### src/rtl/uart_rx_if.sv
// Receiver-side bundle: serial line in, received word and status strobes out.
// No latency of its own; the signals are plain wires between the two ends.
// No backpressure: the line source never waits, and the strobes are fire-and-forget.
interface uart_rx_if #(
   parameter int DATA_WIDTH = 8
);
   logic                  rx_in;
   logic [DATA_WIDTH-1:0] P_Data;
   logic                  Data_Valid;
   logic                  framing_error;
   logic                  parity_error;

   // Receiver side: consumes the line and produces the word and strobes.
   modport slave (
      input  rx_in,
      output P_Data,
      output Data_Valid,
      output framing_error,
      output parity_error
   );

   // Line driver and word consumer side.
   modport master (
      output rx_in,
      input  P_Data,
      input  Data_Valid,
      input  framing_error,
      input  parity_error
   );
endinterface

### src/rtl/uart_rx.sv
// UART receiver: oversampled, 3-sample majority vote per bit; optional parity via UART_RX_PARITY_EN.
// Latency: strobes fire 2 + (DATA_WIDTH+1)*PRESCALE + PRESCALE/2 + 2 clks after the start edge (+PRESCALE with parity).
// No backpressure: every frame is resolved on its stop decision edge and the strobes last one cycle.
module uart_rx #(
   parameter int DATA_WIDTH = 8,
   parameter int PRESCALE   = 8,
   parameter int PARITY_ODD = 0
) (
   input  logic     clk,
   input  logic     RST,
   uart_rx_if.slave bus
);

   localparam int EW = $clog2(PRESCALE);
   localparam int BW = $clog2(DATA_WIDTH + 3);

   localparam logic [EW-1:0] EDGE_LAST = EW'(PRESCALE - 1);
   localparam logic [EW-1:0] SAMP0     = EW'(PRESCALE / 2 - 1);
   localparam logic [EW-1:0] SAMP1     = EW'(PRESCALE / 2);
   localparam logic [EW-1:0] SAMP2     = EW'(PRESCALE / 2 + 1);
   localparam logic [EW-1:0] DECIDE    = EW'(PRESCALE / 2 + 2);
   // bit_cnt numbers frame bits: 0 = start, 1..DATA_WIDTH = data.
   localparam logic [BW-1:0] LAST_DATA = BW'(DATA_WIDTH);

   // Reject configurations the sampling window cannot handle.
   if ((PRESCALE < 6) || (PRESCALE % 2 != 0)) begin : g_bad_prescale
      $error("uart_rx: PRESCALE must be even and >= 6");
   end
   if ((DATA_WIDTH < 1) || (DATA_WIDTH > 16)) begin : g_bad_width
      $error("uart_rx: DATA_WIDTH must be 1..16");
   end
   if ((PARITY_ODD != 0) && (PARITY_ODD != 1)) begin : g_bad_parity
      $error("uart_rx: PARITY_ODD must be 0 or 1");
   end

   typedef enum logic [2:0] {
      IDLE   = 3'd0,
      START  = 3'd1,
      DATA   = 3'd2,
      PARITY = 3'd3,
      STOP   = 3'd4
   } state_t;

   state_t                state_q,    state_d;
   logic [1:0]            sync_q,     sync_d;
   logic [EW-1:0]         edge_cnt_q, edge_cnt_d;
   logic [BW-1:0]         bit_cnt_q,  bit_cnt_d;
   logic [2:0]            samp_q,     samp_d;
   logic [DATA_WIDTH-1:0] shift_q,    shift_d;
   logic [DATA_WIDTH-1:0] p_data_q,   p_data_d;
   logic                  dv_q,       dv_d;
   logic                  fe_q,       fe_d;
   logic                  pe_q,       pe_d;
`ifdef UART_RX_PARITY_EN
   localparam logic ODD = PARITY_ODD[0];
   logic                  par_err_q,  par_err_d;
`endif

   logic rx_sync;
   logic bit_val;
   logic wrap;
   logic decide;
   logic frame_ok;

   assign rx_sync = sync_q[1];
   assign bit_val = (samp_q[0] & samp_q[1]) | (samp_q[0] & samp_q[2]) | (samp_q[1] & samp_q[2]);
   assign wrap    = (edge_cnt_q == EDGE_LAST);
   assign decide  = (edge_cnt_q == DECIDE);

   assign bus.P_Data        = p_data_q;
   assign bus.Data_Valid    = dv_q;
   assign bus.framing_error = fe_q;
   assign bus.parity_error  = pe_q;

   // Next-state, tick/bit counting, sampling, shifting and frame resolution.
   always_comb begin
      state_d    = state_q;
      sync_d     = {sync_q[0], bus.rx_in};
      edge_cnt_d = wrap ? '0 : edge_cnt_q + EW'(1);
      bit_cnt_d  = wrap ? bit_cnt_q + BW'(1) : bit_cnt_q;
      samp_d     = samp_q;
      shift_d    = shift_q;
      p_data_d   = p_data_q;
      dv_d       = 1'b0;
      fe_d       = 1'b0;
      pe_d       = 1'b0;
      frame_ok   = 1'b0;
`ifdef UART_RX_PARITY_EN
      par_err_d  = par_err_q;
`endif

      // The three mid-bit samples feeding the majority vote.
      if (state_q != IDLE) begin
         if (edge_cnt_q == SAMP0) samp_d[0] = rx_sync;
         if (edge_cnt_q == SAMP1) samp_d[1] = rx_sync;
         if (edge_cnt_q == SAMP2) samp_d[2] = rx_sync;
      end

      case (state_q)
         IDLE: begin
            // The cycle that first sees the low line counts as tick 0 of the start bit.
            edge_cnt_d = '0;
            bit_cnt_d  = '0;
`ifdef UART_RX_PARITY_EN
            par_err_d  = 1'b0;
`endif
            if (!rx_sync) begin
               state_d    = START;
               edge_cnt_d = EW'(1);
            end
         end

         START: begin
            if (decide && bit_val) begin
               // Start bit did not hold low through mid-bit: treat as a glitch.
               state_d    = IDLE;
               edge_cnt_d = '0;
               bit_cnt_d  = '0;
            end else if (wrap) begin
               state_d = DATA;
            end
         end

         DATA: begin
            if (decide) begin
               shift_d                 = shift_q >> 1;
               shift_d[DATA_WIDTH-1]   = bit_val;
            end
            if (wrap && (bit_cnt_q == LAST_DATA)) begin
`ifdef UART_RX_PARITY_EN
               state_d = PARITY;
`else
               state_d = STOP;
`endif
            end
         end

`ifdef UART_RX_PARITY_EN
         PARITY: begin
            if (decide) begin
               par_err_d = (bit_val != ((^shift_q) ^ ODD));
            end
            if (wrap) begin
               state_d = STOP;
            end
         end
`endif

         STOP: begin
            // Resolve at the decision edge so a new start bit may follow at once.
            if (decide) begin
`ifdef UART_RX_PARITY_EN
               frame_ok = bit_val & ~par_err_q;
               pe_d     = par_err_q;
`else
               frame_ok = bit_val;
`endif
               fe_d       = ~bit_val;
               dv_d       = frame_ok;
               if (frame_ok) begin
                  p_data_d = shift_q;
               end
               state_d    = IDLE;
               edge_cnt_d = '0;
               bit_cnt_d  = '0;
            end
         end

         default: begin
            state_d    = IDLE;
            edge_cnt_d = '0;
            bit_cnt_d  = '0;
         end
      endcase
   end

   // State and output registers; the synchronizer resets to the idle-high line level.
   always_ff @(posedge clk or negedge RST) begin
      if (!RST) begin
         state_q    <= IDLE;
         sync_q     <= 2'b11;
         edge_cnt_q <= '0;
         bit_cnt_q  <= '0;
         samp_q     <= 3'b111;
         shift_q    <= '0;
         p_data_q   <= '0;
         dv_q       <= 1'b0;
         fe_q       <= 1'b0;
         pe_q       <= 1'b0;
`ifdef UART_RX_PARITY_EN
         par_err_q  <= 1'b0;
`endif
      end else begin
         state_q    <= state_d;
         sync_q     <= sync_d;
         edge_cnt_q <= edge_cnt_d;
         bit_cnt_q  <= bit_cnt_d;
         samp_q     <= samp_d;
         shift_q    <= shift_d;
         p_data_q   <= p_data_d;
         dv_q       <= dv_d;
         fe_q       <= fe_d;
         pe_q       <= pe_d;
`ifdef UART_RX_PARITY_EN
         par_err_q  <= par_err_d;
`endif
      end
   end

endmodule

### src/flat_wrapper.sv
// flat-port wrapper written by rule: the top's interface ports become plain ports
module uart_rx_flat 
#(
   parameter int DATA_WIDTH = 8,
   parameter int PRESCALE   = 8,
   parameter int PARITY_ODD = 0
)
  (clk, RST, bus_rx_in, bus_P_Data, bus_Data_Valid, bus_framing_error, bus_parity_error);
  uart_rx_if #(.DATA_WIDTH(DATA_WIDTH)) bus_i ();
  input  logic clk;
  input  logic RST;
  input wire logic [$bits(bus_i.rx_in)-1:0] bus_rx_in;
  output wire logic [$bits(bus_i.P_Data)-1:0] bus_P_Data;
  output wire logic [$bits(bus_i.Data_Valid)-1:0] bus_Data_Valid;
  output wire logic [$bits(bus_i.framing_error)-1:0] bus_framing_error;
  output wire logic [$bits(bus_i.parity_error)-1:0] bus_parity_error;
  assign bus_i.rx_in = bus_rx_in;
  assign bus_P_Data = bus_i.P_Data;
  assign bus_Data_Valid = bus_i.Data_Valid;
  assign bus_framing_error = bus_i.framing_error;
  assign bus_parity_error = bus_i.parity_error;
  uart_rx #(.DATA_WIDTH(DATA_WIDTH), .PRESCALE(PRESCALE), .PARITY_ODD(PARITY_ODD)) u_core (.clk(clk), .RST(RST), .bus(bus_i));
endmodule
### config.mk
export PLATFORM = sky130hd
export DESIGN_NAME = uart_rx_flat
export DESIGN_NICKNAME = d
export VERILOG_FILES = /design/src/rtl/uart_rx_if.sv /design/src/rtl/uart_rx.sv /design/src/flat_wrapper.sv
export SDC_FILE = /design/constraint.sdc
export NUM_CORES = 1
export LEC_CHECK = 0
export ABC_CLOCK_PERIOD_IN_PS = 4650
export BUFFER_PORTS_ARGS = -buffer_cell sky130_fd_sc_hd__buf_4
export CAP_MARGIN = 10
export CORE_MARGIN = 5
export CORE_UTILIZATION = 40
export DETAILED_ROUTE_END_ITERATION = 6
export SYNTH_ARGS = -nofsm -noshare
export SYNTH_HDL_FRONTEND = slang
export SYNTH_SLANG_ARGS = --single-unit
### constraint.sdc
create_clock -name clk -period 4.65 [get_ports clk]
set_input_delay 0.6975 -clock clk [delete_from_list [all_inputs] [get_ports clk]]
set_output_delay 0.6975 -clock clk [all_outputs]
set_load 0.02 [all_outputs]
==> flow_metrics.tcl, run 1 <==
set metrics [dict create \
    required_ns 4.82 \
    setup_violations 0 \
    crit_fanout 8 \
    place_congestion 0.812 \
    die-area_um2 5280 \
    endpoint "u_core.shift_q[6]" \
    timing.rr.end "u_core.shift_q[6]" \
    synth_edf_count 0 \
    critPathSlowestCell "dfrtp_1" \
    coreArea_um2 3740 \
    drc 0 \
    syn-num-nets 126 \
    min_period_ns 1.76 \
    die_h_um 72.6 \
    reg2regPathDepth 5 \
    totalWireLength_um 2490 \
    peakVddDrop_uv 248 \
    instances_no_fill 178 \
    cts_resized 0 \
    max_stage_delay_ns 0.43 \
    htreeDepth 2 \
    io_buffer_count 12 \
    diodes 0 \
    ys_ff_latch 33 \
    startpoint "u_core.edge_cnt_q[0]" \
    grt_pass1_wl_um 4330 \
    nets 141 \
    grt_overflow 0 \
    worst_setup_path_end_kind "flop" \
    num_io_pins 14 \
    cellPowerDensity_nw_per_um2 428 \
    p_leak_nw 0.888 \
    worst_r2r_startpoint "u_core.edge_cnt_q[0]" \
    clock_latency_ns 0.28 \
    syn_area_um2 1570 \
    numClockSinks 33 \
    antenna_found_initial 0 \
    grt_usage_pct 10.8 \
    dp_cells 170 \
    grt_setup_unrepaired "false" \
    fin_crit_sh_pct 37.7 \
    rrSetupSlack_ns 2.90 \
    clk_path_buf_depth 2 \
    hp-class "in -> async" \
    fin_tns_setup_ns 0 \
    cts_tree "built" \
    drv_cap 0 \
    dpl.hpwl_um 1730 \
    area_delta_synth_final_pct 12.7 \
    num_rows 22 \
    max_freq_ghz 0.570 \
    vias 856 \
    syn_avg_cell_area_um2 13.8 \
    grt_max_degree 34 \
    postCtsHoldBufs 0 \
    cp-start-kind "flop" \
    arrival_ns 1.92 \
    wl_per_cell_um 14.0 \
    slew_viol_final 0 \
    status "finished clean" \
    synth.yosys.seq_area_share_pct 53.0 \
    synthFlopType "dfrtp_1" \
    drive_gt1_share_pct 40.8 \
    async_reset_ff_share_pct 100 \
    avgViaCountPerCell 4.81 \
    drt_iter0_drc 46 \
    postSynthCellCount 114 \
    clkTransAtPathRegs_ns 0.07 \
    post_cts_buffers 0 \
    drt_first_pass_iters 3 \
    cts_root_buffer "clkbuf_8" \
    final_antenna_net_count 0 \
    grt_pass1_vias 868 \
    cts_inserted_buffers 5 \
    hold_violations 0 \
    skew_ns 0.00459 \
    critical_path_class "reg -> reg" \
    start_util_pct 41.9 \
    synth_warnings 0 \
    dieWidth_um 72.6 \
    crit_chain "inv_1 -> ha_1 -> nand2_1 -> nor3_4 -> mux2_2" \
    synthDistinctLibCells 36 \
]
==> metrics by stage <==
step	hold WS [ns]	setup slack [ns]	instance area [um^2]	utilization (%)	total power, mW
6_report	0.334	2.90	1770	47.2	0.757
3_3_place_gp	0.349	2.96	1690	45.0	0.552
3_5_place_dp	0.351	2.88	1690	45.0	0.561
2_1_floorplan	0.345	3.06	1570	-	0.521
5_1_grt	0.370	2.76	1770	47.2	0.807
4_1_cts	0.357	2.86	1770	47.2	0.771
==> layer usage <==
metal	routed length (um)	up-vias	global-route usage [%]
li1	-	416	-
met1	1220	423	15.2
met2	1130	12	14.6
met3	90	5	3.44
met4	43	0	5.53
met5	0	-	0
==> sequential cells by signal, summed over array words and instances (netlist names), 2 cells and up <==
signal,flops
u_core.state_q,3
u_core.edge_cnt_q,3
u_core.samp_q,3
u_core.shift_q,8
u_core.bus.P_Data,8
u_core.bit_cnt_q,4
u_core.sync_q,2
==> power by group <==
| group | internal, mW | leakage, nW | total, mW | switching [mW] |
|---|---|---|---|---|
| clock | 0.104 | 0.0450 | 0.204 | 0.100 |
| combinational | 0.0843 | 0.407 | 0.176 | 0.0921 |
| sequential | 0.334 | 0.436 | 0.377 | 0.0435 |
| total | 0.521 | 0.888 | 0.757 | 0.236 |
==> cell type report <==
| cell class | instances | area, um^2 |
|---|---|---|
| Sequential cell | 33 | 832 |
| Clock buffer | 6 | 72.6 |
| Clock inverter | 2 | 10.0 |
| Inverter | 7 | 26.3 |
| Tap cell | 48 | 60.1 |
| Timing Repair Buffer | 12 | 90.1 |
| Fill cell | 365 | 1980 |
| Multi-Input combinational cell | 70 | 677 |
==> cells in the mapped netlist (3+ instances only) <==
master,n,share of area [%]
nor2_1,8,1.9
mux2_2,11,7.9
inv_1,7,1.7
nand2_1,4,0.96
buf_4,3,1.4
ha_1,9,7.2
mux2_4,8,7.7
dfstp_2,5,8.4
dfrtp_1,28,45
==> worst max-delay path, delay by kind of cell, from the launching register on <==
kind / cells / cell delay [ns]
adders and majority gates: 1 / 0.16
buffers and inverters: 1 / 0.10
DFF: 1 / 0.43
muxes: 1 / 0.38
and+or+nand+nor: 2 / 0.57
==> kinds of logic after synthesis <==
logic type | count (synthesis) | share of synthesized area, %
mux | 20 | 16.2
fa+ha+maj | 10 | 7.89
flops | 33 | 53.0
compound gates | 6 | 3.99
simple gates | 29 | 12.6
other cells | 1 | 0.239
buf+inv | 11 | 3.83
xor+xnor | 4 | 2.23
==> placed cells by master, fill, tap and decap left out, types with 2 or more instances in the layout <==
| cell type | n |
|---|---|
| nor2_1 | 8 |
| xnor2_1 | 2 |
| nor3_4 | 2 |
| buf_4 | 12 |
| nand2b_1 | 2 |
| dfstp_2 | 5 |
| clkbuf_8 | 5 |
| xor2_1 | 2 |
| inv_1 | 7 |
| dfrtp_1 | 28 |
| nand2_1 | 4 |
| mux2_2 | 11 |
| ha_1 | 9 |
| clkinv_2 | 2 |
| mux2_4 | 8 |
==> worst min-delay path by stage <==
stage | to | cells past startpoint
6_report | u_core.state_q[1] | 1
5_1_grt | u_core.sync_q[1] | 0
4_1_cts | u_core.bit_cnt_q[2] | 1
3_5_place_dp | u_core.sync_q[1] | 0
3_3_place_gp | u_core.sync_q[1] | 0
2_1_floorplan | u_core.sync_q[1] | 0
Power figures use the tool's default switching activity.
==> run 2, diff against run 1 <==
Settings changed: ABC_AREA from default to 1, ABC_CLOCK_PERIOD_IN_PS 4650 to 1600.
Clock period 4.65 ns to 1.6 ns, I/O delays scaled along.
==> flow_metrics.tcl, run 2 <==
set metrics [dict create \
    status "finished clean" \
    synth_warnings 0 \
    place_congestion 0.887 \
    synth_top_family_by_area "simple AND/OR/NAND/NOR gates" \
    timing.rr.end "u_core.bus.P_Data[5]" \
    p_leak_nw 0.940 \
    hold_depth 1 \
    nets 196 \
    slew_viol_final 0 \
    ys_ff_latch 33 \
    io_buffer_count 12 \
    total_power_mw 2.38 \
    synthTopCellsByCount "nand2_1, dfrtp_1, inv_1" \
    synth_top_cells_by_area "dfrtp_1, dfstp_2, nand2_1, ha_1, inv_1" \
    critical_path_class "reg -> reg" \
    layout_setup_ws_ns 0.0879 \
    drt_iter0_drc 53 \
    hold_end "u_core.sync_q[0]" \
    dp_cells 222 \
    die_h_um 72.4 \
    final_util_pct 49.6 \
    grt_overflow 0 \
    arrival_ns 1.69 \
    fin_crit_sh_pct 94.5 \
    die-area_um2 5250 \
    worst_r2r_startpoint "u_core.edge_cnt_q[0]" \
    cts_inserted_buffers 5 \
    drt_first_pass_iters 4 \
    synth_largest_area_cell "dfrtp_1" \
    hold_violations 0 \
    fin_tns_setup_ns 0 \
    drive_gt1_share_pct 24.9 \
    reg2regPathDepth 9 \
    p_sw_uw 697 \
    cellPowerDensity_nw_per_um2 1290 \
    numClockSinks 33 \
    totalWireLength_um 2550 \
    dpl_worst_slack_ns 0.0446 \
    crit_fanout 16 \
    dieWidth_um 72.4 \
    synth_top_area_share_pct 44.9 \
    final_cell_mix "nand2_1, dfrtp_1, inv_1" \
    async_reset_ff_share_pct 100 \
    hold_start "bus_rx_in" \
    synthDistinctLibCells 25 \
    cp-start-kind "flop" \
    required_ns 1.78 \
    synth.yosys.seq_area_share_pct 53.4 \
    synth_adder_area_share_pct 7.22 \
    grt_pass1_vias 1055 \
    max_freq_ghz 0.661 \
    dpl.hpwl_um 1930 \
    setup_violations 0 \
    rrSetupSlack_ns 0.09 \
    synth_compound_area_share_pct 9.79 \
    grt_max_degree 34 \
    peakVddDrop_uv 603 \
    avgViaCountPerCell 4.67 \
    clock_latency_ns 0.28 \
    cts_tree "built" \
    postSynthCellCount 164 \
    start_util_pct 42.0 \
    grt_usage_pct 11.0 \
    min_period_ns 1.51 \
    vias 1089 \
    num_io_pins 14 \
    diodes 0 \
    grt_pass1_wl_um 4530 \
    hp-class "in -> reg" \
    skew_ns 0.00680 \
    syn-num-nets 176 \
    power.clock.fraction_pct 33.8 \
    drv_cap 0 \
    antenna_found_initial 0 \
    cts_root_buffer "clkbuf_8" \
    final_common_cell "nand2_1" \
    nFillCells 348 \
    instances_no_fill 233 \
    synth_xor_area_share_pct 1.69 \
    htreeDepth 2 \
    synth.area.mux_share_pct 0 \
    grt_setup_unrepaired "false" \
    clk_path_buf_depth 2 \
    final_antenna_net_count 0 \
    synth_most_common_cell "nand2_1" \
    swShare_pct 29.4 \
    clkTransAtPathRegs_ns 0.07 \
    power_frac_seq_pct 44.1 \
    coreArea_um2 3720 \
    area_delta_synth_final_pct 18.2 \
    worst_setup_path_end_kind "flop" \
    yosys.area_share.simple_pct 18.1 \
    drc 0 \
    synthFlopType "dfrtp_1" \
    wl_per_cell_um 10.9 \
    power.internal_mw 1.68 \
    syn_avg_cell_area_um2 9.51 \
    num_rows 22 \
    synth_edf_count 0 \
    syn_area_um2 1560 \
    p_comb_share_pct 22.1 \
]
[run 2: cell types whose count changed in the layout (fill, tap and decap cells not counted), moves of 6 or more]
cell     change
inv_1       +18
nand3_1     +10
a21oi_1      +6
nand2_1     +30
o21ai_2      +7
o21ai_0     +10
mux2_2      -11
mux2_4       -8
[run 2: how the worst max path moves through the flow]
| stage | startpoint | to |
|---|---|---|
| after floorplan | u_core.edge_cnt_q[0] | u_core.bus.P_Data[2] |
| after global placement | u_core.edge_cnt_q[0] | u_core.bus.P_Data[1] |
| after detailed placement | u_core.edge_cnt_q[0] | u_core.bus.P_Data[5] |
| after CTS | u_core.edge_cnt_q[0] | u_core.bus.P_Data[6] |
| after global routing | u_core.edge_cnt_q[0] | u_core.bus.P_Data[0] |
| final | u_core.edge_cnt_q[0] | u_core.bus.P_Data[5] |
[run 2: cell type report]
type / count / area, um^2 / area share, %
multi-input combinational: 99 / 583 / 31.6
tap: 48 / 60.1 / 3.26
timing repair buffer: 17 / 143 / 7.74
clock inverter: 2 / 37.5 / 2.04
clock buffer: 6 / 82.6 / 4.48
inverter: 28 / 105 / 5.70
sequential: 33 / 832 / 45.1
[run 2: cells by family (layout without fill, tap and decap cells)]
family / count (synthesis) / in the layout
compound gates: 25 / 25
xor+xnor: 3 / 3
fa+ha+maj: 9 / 9
buf+inv: 32 / 53
flops: 33 / 33
other cells: 1 / 1
simple gates: 61 / 61
[run 2: through the flow]
stage / hold WS, ns / instance area, um^2
after floorplan: -0.0556 / 1560
after global placement: 0.198 / 1690
after detailed placement: 0.206 / 1690
after CTS: 0.0548 / 1820
after global routing: 0.0500 / 1840
final: 0.0640 / 1840
[run 2: critical path, stage by stage (launching register included)]
cell	delay, ns
dfrtp_1	0.41
inv_2	0.08
ha_1	0.16
nand2_2	0.07
inv_2	0.08
nand3_2	0.09
or2_4	0.25
buf_12	0.15
nand2_1	0.07
o21ai_2	0.05
[run 2: metal layers]
layer  global-route usage [%]  up-vias  part of all wire [%]  wire [um]
met5                        0        -                     0          0
met4                     3.69        0                   1.3         32
met3                     4.57        3                   6.5        165
met2                     18.9       22                    48       1220
met1                     12.3      509                    44       1130
li1                         -      555                     -          -
[run 2: what timing repair did]
action / CTS / global route
resized for setup: 0 / 4
endpoints found under the setup margin: 0 / 14
setup buffers: 0 / 2
hold buffers: 1 / 0
endpoints found under the hold margin: 28 / 0
[run 2: power groups by stage]
stage	clock, mW	combinational, mW	sequential [mW]
floorplan	0	0.374	1.04
global placement	0	0.492	1.05
detailed placement	0	0.502	1.06
CTS	0.832	0.505	1.04
global route	0.874	0.614	1.06
finish	0.804	0.525	1.05
